### src/rtl/fb_line_scheduler.sv
`default_nettype none
`timescale 1ns/1ps
// ============================================================================
// Module   : fb_line_scheduler
// Purpose  : Arbitrates the single-port framebuffer between scanline fetches
//            into the display line buffer and draw-engine writes. A draw slot
//            is stolen from the fetch after every BURST consecutive reads.
//            The read for a word issued in cycle c is captured at the end of
//            cycle c+RD_LAT-1, so its line-buffer write shows in cycle c+RD_LAT.
// Revision : 1.0 - initial release
// ============================================================================
module fb_line_scheduler #(
  parameter int LINE_WORDS = 320,
  parameter int LINES      = 240,
  parameter int ADDR_W     = 17,
  parameter int DATA_W     = 16,
  parameter int RD_LAT     = 2,
  parameter int BURST      = 8
) (
  input  logic              clk,
  input  logic              rst_n,
  input  logic              line_req,
  input  logic [8:0]        line_num,
  output logic              fetch_busy,
  output logic              fetch_overrun,
  output logic              lb_we,
  output logic [8:0]        lb_addr,
  output logic [DATA_W-1:0] lb_wdata,
  input  logic              dr_req,
  input  logic [ADDR_W-1:0] dr_addr,
  input  logic [DATA_W-1:0] dr_data,
  output logic              dr_gnt,
  output logic              mem_re,
  output logic              mem_we,
  output logic [ADDR_W-1:0] mem_addr,
  output logic [DATA_W-1:0] mem_wdata,
  input  logic [DATA_W-1:0] mem_rdata
);

  localparam int CNT_W = $clog2(LINE_WORDS + 1);
  localparam int BST_W = $clog2(BURST + 1);

  typedef enum logic [1:0] {
    S_IDLE  = 2'd0,
    S_FETCH = 2'd1,
    S_DRAIN = 2'd2
  } state_t;

  state_t              r_state;
  state_t              w_state_nxt;
  logic [ADDR_W-1:0]   r_base;
  logic [CNT_W-1:0]    r_issue_cnt;
  logic [BST_W-1:0]    r_burst_cnt;
  logic [RD_LAT-1:0]   r_pv;
  logic [8:0]          r_pcol [RD_LAT];
  logic [DATA_W-1:0]   r_lb_wdata;
  logic                r_overrun;

  logic                w_line_ok;
  logic [ADDR_W-1:0]   w_base_new;
  logic                w_slot;
  logic                w_steal;
  logic                w_issue;
  logic                w_last;
  logic                w_abort;
  logic                w_start;
  logic                w_inflight;
  logic                w_cap;

  assign w_line_ok  = 32'(line_num) < LINES;
  assign w_base_new = ADDR_W'(line_num) * ADDR_W'(LINE_WORDS);
  assign w_slot     = (r_burst_cnt == BST_W'(BURST));
  assign w_steal    = (r_state == S_FETCH) && w_slot && dr_req;
  assign w_issue    = (r_state == S_FETCH) && !w_steal;
  assign w_last     = w_issue && (r_issue_cnt == CNT_W'(LINE_WORDS - 1));
  assign w_abort    = line_req && (r_state != S_IDLE);
  assign w_start    = line_req && w_line_ok;

  // Reads still short of the final pipeline stage keep DRAIN alive; the last
  // stage is being written to the line buffer this very cycle.
  generate
    if (RD_LAT > 1) begin : g_pipe_deep
      assign w_inflight = |r_pv[RD_LAT-2:0];
      assign w_cap      = r_pv[RD_LAT-2];
    end else begin : g_pipe_single
      assign w_inflight = 1'b0;
      assign w_cap      = w_issue;
    end
  endgenerate

  // Next-state selection; any line request while busy aborts the fetch.
  always_comb begin
    w_state_nxt = r_state;
    case (r_state)
      S_IDLE:  if (w_start) w_state_nxt = S_FETCH;
      S_FETCH: if (w_last) w_state_nxt = S_DRAIN;
      S_DRAIN: if (!w_inflight) w_state_nxt = S_IDLE;
      default: w_state_nxt = S_IDLE;
    endcase
    if (w_abort) w_state_nxt = w_line_ok ? S_FETCH : S_IDLE;
  end

  // Memory port steering: fetch read, draw write, or idle. Reset masks grants.
  always_comb begin
    dr_gnt    = 1'b0;
    mem_re    = w_issue;
    mem_addr  = '0;
    mem_wdata = dr_data;
    if (rst_n && dr_req && ((r_state == S_IDLE) || (r_state == S_DRAIN) || w_steal))
      dr_gnt = 1'b1;
    if (w_issue)
      mem_addr = r_base + ADDR_W'(r_issue_cnt);
    else if (dr_gnt)
      mem_addr = dr_addr;
    mem_we = dr_gnt;
  end

  // State register.
  always_ff @(posedge clk or negedge rst_n) begin
    if (!rst_n) r_state <= S_IDLE;
    else        r_state <= w_state_nxt;
  end

  // Fetch base, issue counter and burst counter for slot stealing.
  always_ff @(posedge clk or negedge rst_n) begin
    if (!rst_n) begin
      r_base      <= '0;
      r_issue_cnt <= '0;
      r_burst_cnt <= '0;
    end else if (w_start) begin
      r_base      <= w_base_new;
      r_issue_cnt <= '0;
      r_burst_cnt <= '0;
    end else if (w_steal) begin
      r_burst_cnt <= '0;
    end else if (w_issue) begin
      r_issue_cnt <= r_issue_cnt + 1'b1;
      r_burst_cnt <= w_slot ? BST_W'(1) : r_burst_cnt + 1'b1;
    end
  end

  // Valid/column shift pipeline tracking in-flight reads; flushed on abort.
  always_ff @(posedge clk or negedge rst_n) begin
    if (!rst_n) begin
      r_pv <= '0;
      for (int i = 0; i < RD_LAT; i++) r_pcol[i] <= '0;
    end else if (w_abort) begin
      r_pv <= '0;
    end else begin
      r_pv[0]   <= w_issue;
      r_pcol[0] <= 9'(r_issue_cnt);
      for (int i = 1; i < RD_LAT; i++) begin
        r_pv[i]   <= r_pv[i-1];
        r_pcol[i] <= r_pcol[i-1];
      end
    end
  end

  // Capture returning read data alongside its column in the final stage.
  always_ff @(posedge clk or negedge rst_n) begin
    if (!rst_n)                  r_lb_wdata <= '0;
    else if (w_cap && !w_abort)  r_lb_wdata <= mem_rdata;
  end

  // Sticky overrun flag, cleared only by reset.
  always_ff @(posedge clk or negedge rst_n) begin
    if (!rst_n)       r_overrun <= 1'b0;
    else if (w_abort) r_overrun <= 1'b1;
  end

  assign fetch_busy    = (r_state != S_IDLE);
  assign fetch_overrun = r_overrun;
  assign lb_we         = r_pv[RD_LAT-1];
  assign lb_addr       = r_pcol[RD_LAT-1];
  assign lb_wdata      = r_lb_wdata;

endmodule
`default_nettype wire

### config.mk
export PLATFORM = sky130hd
export DESIGN_NAME = fb_line_scheduler
export DESIGN_NICKNAME = d
export VERILOG_FILES = /design/src/rtl/fb_line_scheduler.sv
export SDC_FILE = /design/constraint.sdc
export NUM_CORES = 1
export LEC_CHECK = 0
export ABC_AREA = 0
export BUFFER_PORTS_ARGS = -buffer_cell sky130_fd_sc_hd__buf_2
export CAP_MARGIN = 20
export CORE_UTILIZATION = 30
export CTS_BUF_LIST = sky130_fd_sc_hd__clkbuf_16
export CTS_CLUSTER_SIZE = 16
export DETAILED_ROUTE_END_ITERATION = 10
export GPL_ROUTABILITY_DRIVEN = 0
export GPL_TIMING_DRIVEN = 0
export PLACE_DENSITY_LB_ADDON = 0.15
export SYNTH_ARGS = -nofsm -noshare
export SYNTH_HDL_FRONTEND = slang
export SYNTH_SLANG_ARGS = --single-unit
### constraint.sdc
create_clock -name clk -period 3.1 [get_ports clk]
set_input_delay 0.155 -clock clk [delete_from_list [all_inputs] [get_ports clk]]
set_output_delay 0.155 -clock clk [all_outputs]
set_load 0.02 [all_outputs]
==> results of run 1 <==
repair_timing:
item	in CTS	in global routing
hold buffers	1	0
buffers inserted	0	0
endpoints found under the hold margin	63	0
cells in the final DEF (no fill, tap or decap), drive strengths merged, types with 2 or more instances in the layout:
cell	Yosys	final
buf	35	144
dfrtp	63	63
mux2	34	34
nand2	29	29
ha	20	20
a22o	16	16
nor2	15	15
inv	14	14
o21ai	12	12
clkbuf	3	12
xnor2	11	11
a21oi	8	8
xor2	7	7
nand3	7	7
nand4	6	6
clkinv	0	4
and3	3	3
o2111ai	3	3
a211oi	3	3
clkinvlp	0	3
nor2b	3	3
and2	3	3
nor4	3	3
nand4b	2	2
nand2b	2	2
nor3	2	2
and4	2	2
o21a	2	2
or4	2	2
a21o	2	2
fa	2	2
nand3b	2	2
a2111oi	2	2
stage by stage:
| stage | utilization | hold slack, ns | power, mW |
|---|---|---|---|
| after CTS | 0.396 | 0.0438 | 2.85 |
| after global routing | 0.396 | 0.0426 | 2.96 |
| after global placement | 0.373 | 0.387 | 1.90 |
| after detailed placement | 0.373 | 0.312 | 1.92 |
| final | 0.396 | 0.0544 | 2.80 |
| after floorplan | - | -0.141 | 1.65 |
cell families (layout without fill, tap and decap cells):
logic type	Yosys count	in the layout	share of synthesized area
AO/OA/AOI/OAI	58	58	0.119
XOR/XNOR	18	18	0.0420
adder cells (fa/ha/maj)	22	22	0.0773
buffers and inverters	52	178	0.0943
flip-flops	63	63	0.420
multiplexers	34	34	0.111
AND/OR/NAND/NOR	86	86	0.137
layer usage:
layer / global-route usage / wire [um] / vias to the layer above
met5: 0 / 0 / -
met3: 0.0340 / 336 / 7
met2: 0.218 / 3920 / 81
li1: - / - / 1418
met4: 0.0494 / 107 / 0
met1: 0.165 / 3770 / 1360
area by class of cell:
type	count	area [um2]	area share
clock buffer	9	225	0.0469
tap	168	210	0.0438
timing repair buffer	110	558	0.116
sequential	63	1580	0.328
clock inverter	7	50.0	0.0104
multi-input combinational	218	1830	0.380
inverter	14	52.6	0.0109
buffer	38	302	0.0628
worst register-to-register path, stage by stage, from the launching register on:
cell	delay (ns)
dfrtp_1	0.38
inv_1	0.08
ha_1	0.25
nand4b_1	0.22
nand2_1	0.16
inv_2	0.08
buf_4	0.18
nand3_1	0.14
a21o_1	0.21
power by group through the flow:
stage / logic [mW] / clock network (mW) / registers (mW)
6_report: 0.795 / 0.904 / 1.10
5_1_grt: 0.873 / 0.970 / 1.12
4_1_cts: 0.810 / 0.937 / 1.10
3_5_place_dp: 0.805 / 0 / 1.11
3_3_place_gp: 0.797 / 0 / 1.11
2_1_floorplan: 0.497 / 0 / 1.15
registers in the layout, summed over array words and instances (netlist names):
register	flops
r_burst_cnt	4
fetch_overrun	1
r_issue_cnt	9
lb_addr	9
lb_wdata	16
r_state	2
r_pv	2
r_pcol	9
r_base	11
synth_stat cells, types with 2 or more instances:
cell       number  share of area
a211oi_1        3         0.0060
a21o_1          2         0.0040
a21oi_1         7         0.0093
a22o_1         16          0.037
and2_1          2         0.0033
and3_1          3         0.0050
and4_1          2         0.0047
buf_2           2         0.0027
buf_4          28          0.056
buf_6           4          0.012
clkbuf_1        2         0.0020
dfrtp_1        63           0.42
fa_1            2          0.011
ha_1           20          0.067
inv_1          13          0.013
mux2_2         25          0.075
mux2_4          9          0.036
nand2_1        26          0.026
nand2_4         2         0.0060
nand2b_1        2         0.0033
nand3_1         6         0.0080
nand4_1         4         0.0067
nand4b_1        2         0.0047
nor2_1         15          0.015
nor2b_1         2         0.0033
nor3_1          2         0.0027
nor4_1          2         0.0033
o2111ai_1       3         0.0070
o21a_1          2         0.0040
o21ai_0        10          0.013
o21ai_1         2         0.0027
or4_1           2         0.0040
xnor2_1        11          0.026
xor2_1          7          0.016
worst paths after layout:
kind / startpoint / endpoint / slack, ns
max: r_issue_cnt[6] / mem_addr[16] / 0.52
min: mem_rdata[5] / lb_wdata[5] / 0.05
max reg2reg: r_burst_cnt[0] / r_state[0] / 1.29
min reg2reg: fetch_overrun / fetch_overrun / 0.47
max in group asynchronous: rst_n / r_base[13] / 2.08
min in group asynchronous: rst_n / lb_wdata[12] / 0.47
==> flow_summary.toml, run 1 <==
[setup_path]
cp-end-kind = "primary output"
worstPathRequired_ns = 2.94
worst-r2r-cell-count = 8
cpPeakStageDelay_ns = 0.46
start_kind = "flop"
crit_fanout = 6
path_buf_inv = 2
crit_family = "adder cells"
crit_chain = "ha_1, inv_1, fa_1, nor2b_1, o2111ai_1, xnor2_1, a22o_1, buf_2"
critical_path_arrival_ns = 2.42
worstSetupPathDepth = 8
cp_slowest_cell = "dfrtp_1"
critical_path_class = "flop to primary output"

[place]
post-place-ws_ns = 0.866
place_inst = 610
numPortBuffers = 109
dpl-instance-area_um2 = 4510
dp_hpwl_um = 6230

[sta]
finClkSkew_ns = 0.00442
final-setup-viol-count = 0
fmax_mhz = 388
post-route-min-period_ns = 2.58
setup_ws_ns = 0.525
rsz0062_at_grt = "false"
worst_pin_slew_ns = 0.821
hold_viol = 0
tns_ns = 0
drv_slew = 0
slew_headroom = 0.452
finalCritPeriodShare = 0.831

[power_and_ir_drop]
ir_worst_vdd_mv = 0.213
p_comb_frac = 0.284
power_leakage_nw = 2.44
p_per_area_nw_per_um2 = 583
p_clk_frac = 0.323
power_frac_seq = 0.393
swShare = 0.325
cell_internal_pwr_mw = 1.89
p_switching_mw = 0.909

[floorplanning]
fp.dieW_um = 114
core_um2 = 12100
rows = 40
start_util = 0.310
dieArea_um2 = 13000
die_y_um = 114
ioPinCount = 126

[synthesis]
syn_inst = 333
syn_nets = 417
ys_types = 64
synth-edff-count = 0
ys_ff_latch = 63
async_reset_ff_frac = 1.00
synth_ff_type = "dfrtp_1"
postSynthAreaPerCell_um2 = 11.3
ys_seq_area_frac = 0.420
synth_warnings = 0
syn-cell-area_um2 = 3760

[global_routing]
grt_max_degree = 65
grt_overflow = 0
grt_use_total = 0.132
antenna_found_initial = 0
grt_pass1_vias = 2733
grt_pass1_wl_um = 13300

[clock_tree]
cts_tree = "built"
cts_htree_levels = 3
path_clk_slew_ns = 0.06
clock_sinks = 63
cts_repair_resize_count = 0
cts_root_buf = "clkbuf_16"
cts_buffers = 9
clk_latency_ns = 0.33
cts_buffer_depth = 2

[route]
drt_first_pass_iters = 4
via_count = 2866
ant_nets = 0
viasPerCell = 4.57
wirelength_um = 8140
drtIter0Drc = 85
drc = 0
post_drt_wl_per_cell_um = 13.0

[finish]
fill_cells = 1265
drive_gt1_frac = 0.462
nNetsFinal = 538
syn_to_final_growth_pct = 27.8
final_cells = 627
design_area_um2 = 4800
insertedDiodeCount = 0

[min_path]
hold_depth = 2
worstHoldPathType = "input port to flop"

[status]
status = "completed"

[job]
maxCapViolCount = 0
Power figures use the tool's default switching activity.
==> inputs of run 2 (changes only) <==
clock period = 2.18 ns   (was 3.1 ns; I/O delays follow)
==> flow_summary.toml, run 2 (synthesis results as in run 1) <==
[clock_tree]
clk_latency_ns = 0.33
cts_root_buf = "clkbuf_16"
cts_buffer_depth = 2
cts_tree = "built"
clock_sinks = 63
path_clk_slew_ns = 0.06
cts_htree_levels = 3
cts_buffers = 9

[finish]
insertedDiodeCount = 0
syn_to_final_growth_pct = 33.2
final_cell_mix = "buf_2, dfrtp_1, buf_4"
nNetsFinal = 550
drive_gt1_frac = 0.503
largest_reg_flops = 16
final_common_cell = "buf_2"
post-route-util = 0.413

[route]
viasPerCell = 4.53
drt_first_pass_iters = 4
drtIter0Drc = 79
drc = 0
post_drt_wl_per_cell_um = 12.9
ant_nets = 0
wirelength_um = 8230
via_count = 2896

[floorplanning]
ioPinCount = 126
core_um2 = 12100
fp.dieW_um = 114
die_y_um = 114
dieArea_um2 = 13000
start_util = 0.310
rows = 40

[setup_path]
cp-end-kind = "primary output"
critical_path_arrival_ns = 2.05
crit_chain = "ha_4, inv_2, fa_2, nor2b_4, o2111ai_1, xnor2_1, a22o_1, buf_4"
crit_family = "adder cells"
cp_slowest_cell = "dfrtp_2"
cpPeakStageDelay_ns = 0.40
start_kind = "flop"
crit_fanout = 4
critical_path_class = "flop to primary output"
path_buf_inv = 2
worstPathRequired_ns = 2.07

[sta]
fin_hold_ws_ns = -0.134
worst_pin_slew_ns = 0.810
fmax_mhz = 464
finClkSkew_ns = 0.00522
hold_viol = 63
drv_slew = 0
finalCritPeriodShare = 0.990
tns_ns = 0
final-setup-viol-count = 0
post-route-min-period_ns = 2.16
rsz0062_at_grt = "true"
slew_headroom = 0.460

[global_routing]
grt_pass1_wl_um = 13400
grt_overflow = 0
grt_use_total = 0.132
antenna_found_initial = 0
grt_max_degree = 65
grt_pass1_vias = 2765

[place]
numPortBuffers = 109
dp_hpwl_um = 6230

[power_and_ir_drop]
ir_worst_vdd_mv = 0.304
power_leakage_nw = 2.50
p_per_area_nw_per_um2 = 809

[min_path]
worstHoldPathType = "input port to async pin"

[status]
status = "finished, violations left"
violations = "negative hold slack"

[job]
maxCapViolCount = 0
## run 2: layout make-up
| cell class | count | area (um2) |
|---|---|---|
| Fill cell | 1246 | 7110 |
| Inverter | 14 | 52.6 |
| Buffer | 38 | 302 |
| Tap cell | 168 | 210 |
| Timing Repair Buffer | 122 | 678 |
| Multi-Input combinational cell | 218 | 1910 |
| Clock inverter | 7 | 50.0 |
| Clock buffer | 9 | 225 |
| Sequential cell | 63 | 1580 |
## run 2: final timing paths
kind	startpoint	end	slack (ns)	cells after the start
worst max-delay path	r_issue_cnt[6]	mem_addr[14]	0.02	8
worst min-delay path	rst_n	lb_wdata[12]	-0.13	1
worst max register to register	r_issue_cnt[0]	r_state[0]	0.51	5
worst min register to register	fetch_overrun	fetch_overrun	0.47	1
max in group asynchronous	rst_n	r_issue_cnt[7]	1.72	1
min in group clk	mem_rdata[1]	lb_wdata[1]	0.01	2
## run 2: stage by stage
step	setup WS, ns	instances	total power, mW	hold WS, ns	instance area, um2
after global routing	-0.0816	639	4.29	-0.0685	5000
final	0.0225	639	4.05	-0.134	5000
after floorplan	0.346	333	2.35	-0.187	3760
after detailed placement	-0.00806	610	2.73	0.266	4510
after global placement	-0.144	610	2.71	0.341	4510
after CTS	-0.0616	633	4.07	-0.0908	4900
## run 2: routing by layer
| layer | share of wire | wire length [um] | global-route usage | vias up |
|---|---|---|---|---|
| met5 | 0 | 0 | 0 | - |
| met4 | 0.014 | 119 | 0.0511 | 0 |
| met3 | 0.039 | 320 | 0.0345 | 10 |
| met2 | 0.48 | 3930 | 0.215 | 71 |
| met1 | 0.47 | 3860 | 0.168 | 1375 |
| li1 | - | - | - | 1440 |
## run 2: repair_timing
item | in CTS | in global routing
hold endpoints to repair | 64 | 65
setup buffers | 6 | 4
hold buffers | 1 | 2
gates resized for setup | 14 | 14
setup endpoints to repair | 17 | 17
pin swaps | 6 | 11
## run 2: power by group
| group | switching [mW] | total (mW) | internal [mW] |
|---|---|---|---|
| Sequential | 0.183 | 1.57 | 1.38 |
| Clock | 0.521 | 1.29 | 0.767 |
| Combinational | 0.611 | 1.19 | 0.582 |
==> inputs of run 3 (changes only) <==
CELL_PAD_IN_SITES_DETAIL_PLACEMENT = 0   (was unset)
CELL_PAD_IN_SITES_GLOBAL_PLACEMENT = 1   (was unset)
GPL_ROUTABILITY_DRIVEN = unset   (was 0)
==> flow_summary.toml, run 3 (synthesis results as in run 1) <==
[sta]
setup_ws_ns = 0.00156
hold_viol = 63
fmax_mhz = 459
drv_slew = 0
post-route-min-period_ns = 2.18
finClkSkew_ns = 0.00736
finalCritPeriodShare = 0.999
fin_hold_ws_ns = -0.116
slew_headroom = 0.452
final-setup-viol-count = 0
rsz0062_at_grt = "true"
worst_pin_slew_ns = 0.821

[route]
via_count = 2882
drt_first_pass_iters = 4
viasPerCell = 4.55
drtIter0Drc = 84
ant_nets = 0
drc = 0
post_drt_wl_per_cell_um = 13.3
wirelength_um = 8420

[global_routing]
grtUsageMet3 = 0.0271
grt_overflow = 0
grt_use_total = 0.134
antenna_found_initial = 0
use_met1 = 0.177
grt_pass1_wl_um = 13600
grt_pass1_vias = 2746
top_usage_layer = "met2"
met2_usage = 0.223
grt_max_degree = 65

[floorplanning]
rows = 40
core_um2 = 12100
ioPinCount = 126
dieArea_um2 = 13000
start_util = 0.310
fp.dieW_um = 114
die_y_um = 114

[power_and_ir_drop]
p_switching_mw = 1.32
power_frac_seq = 0.366
cell_internal_pwr_mw = 2.96
swShare = 0.308
ir_worst_vdd_mv = 0.417
p_comb_frac = 0.279
power_leakage_nw = 2.50
p_clk_frac = 0.355
p_per_area_nw_per_um2 = 858
p_total_mw = 4.28

[setup_path]
r2r-start = "r_issue_cnt[0]"
cp-end-kind = "primary output"
rr_endpoint = "r_state[0]"
r2r_setup_slack_ns = 0.52
critical_path_arrival_ns = 2.07
worstPathRequired_ns = 2.07
start_kind = "flop"
worst-r2r-cell-count = 5
critical_path_class = "flop to primary output"
crit_fanout = 4

[clock_tree]
cts_root_buf = "clkbuf_16"
cts_htree_levels = 3
clock_sinks = 63
cts_tree = "built"
cts_buffer_depth = 2
clk_latency_ns = 0.32
path_clk_slew_ns = 0.06
cts_buffers = 9

[place]
dp_hpwl_um = 6380
gp_congestion = 0.757
post-place-ws_ns = -0.0111
dpl-instance-area_um2 = 4510
numPortBuffers = 109

[finish]
design_area_um2 = 4990
largest_reg_flops = 16
nNetsFinal = 544
insertedDiodeCount = 0
syn_to_final_growth_pct = 32.9
drive_gt1_frac = 0.501
final_cell_mix = "buf_2, dfrtp_1, buf_4"
final_common_cell = "buf_2"

[job]
maxCapViolCount = 0

[min_path]
worstHoldPathType = "input port to async pin"

[status]
violations = "negative hold slack"
status = "finished, violations left"
[run 3: timing repair]
item                       4_1_cts  5_1_grt
gates cloned                     0        0
hold endpoints to repair        63       63
pin swaps                        5        8
resized for setup               16       10
setup endpoints to repair       17       15
setup buffers                    5        2
[run 3: worst max path at each step]
stage | start | end | cells after the start
final | r_issue_cnt[6] | mem_addr[14] | 8
after global routing | r_base[6] | mem_addr[16] | 8
after CTS | r_base[6] | mem_addr[16] | 8
after detailed placement | r_issue_cnt[6] | mem_addr[14] | 8
after global placement | rst_n | mem_addr[7] | 6
after floorplan | r_issue_cnt[6] | mem_addr[14] | 7
[run 3: power groups by stage]
stage                     clock network [mW]  logic [mW]  registers [mW]
after floorplan                            0       0.707            1.64
after global placement                     0        1.14            1.58
after detailed placement                   0        1.15            1.59
after CTS                               1.57        1.18            1.57
after global routing                    1.62        1.31            1.60
final                                   1.52        1.19            1.57
[run 3: cell type report]
cell class	count	area (um2)
plain buffers	38	302
clock inverters	7	96.3
multi-input cells	218	1910
inverters	14	52.6
clock buffers	9	225
fillers	1213	7120
well taps	168	210
repair buffers	116	617
flip-flops and latches	63	1580
[run 3: worst max-delay path, stage by stage, from the launching register on]
cell and delay (ns):
dfrtp_2 0.40, ha_4 0.15, inv_2 0.03, fa_2 0.36, nor2b_4 0.19, o2111ai_2 0.12
xnor2_1 0.16, a22o_1 0.18, buf_4 0.15
[run 3: metrics by stage]
step           setup TNS [ns]  cells  utilization  hold WS (ns)
2_1_floorplan               0    333            -        -0.187
3_3_place_gp            -1.58    610        0.373         0.341
3_5_place_dp          -0.0154    610        0.373         0.263
4_1_cts               -0.0665    631        0.408       -0.0882
5_1_grt                -0.310    633        0.412       -0.0521
6_report                    0    633        0.412        -0.116
[run 3: per-layer routing]
| layer | up-vias | wire length, um |
|---|---|---|
| met1 | 1388 | 3970 |
| met5 | - | 0 |
| met4 | 0 | 67 |
| met2 | 66 | 4100 |
| li1 | 1424 | - |
| met3 | 4 | 281 |
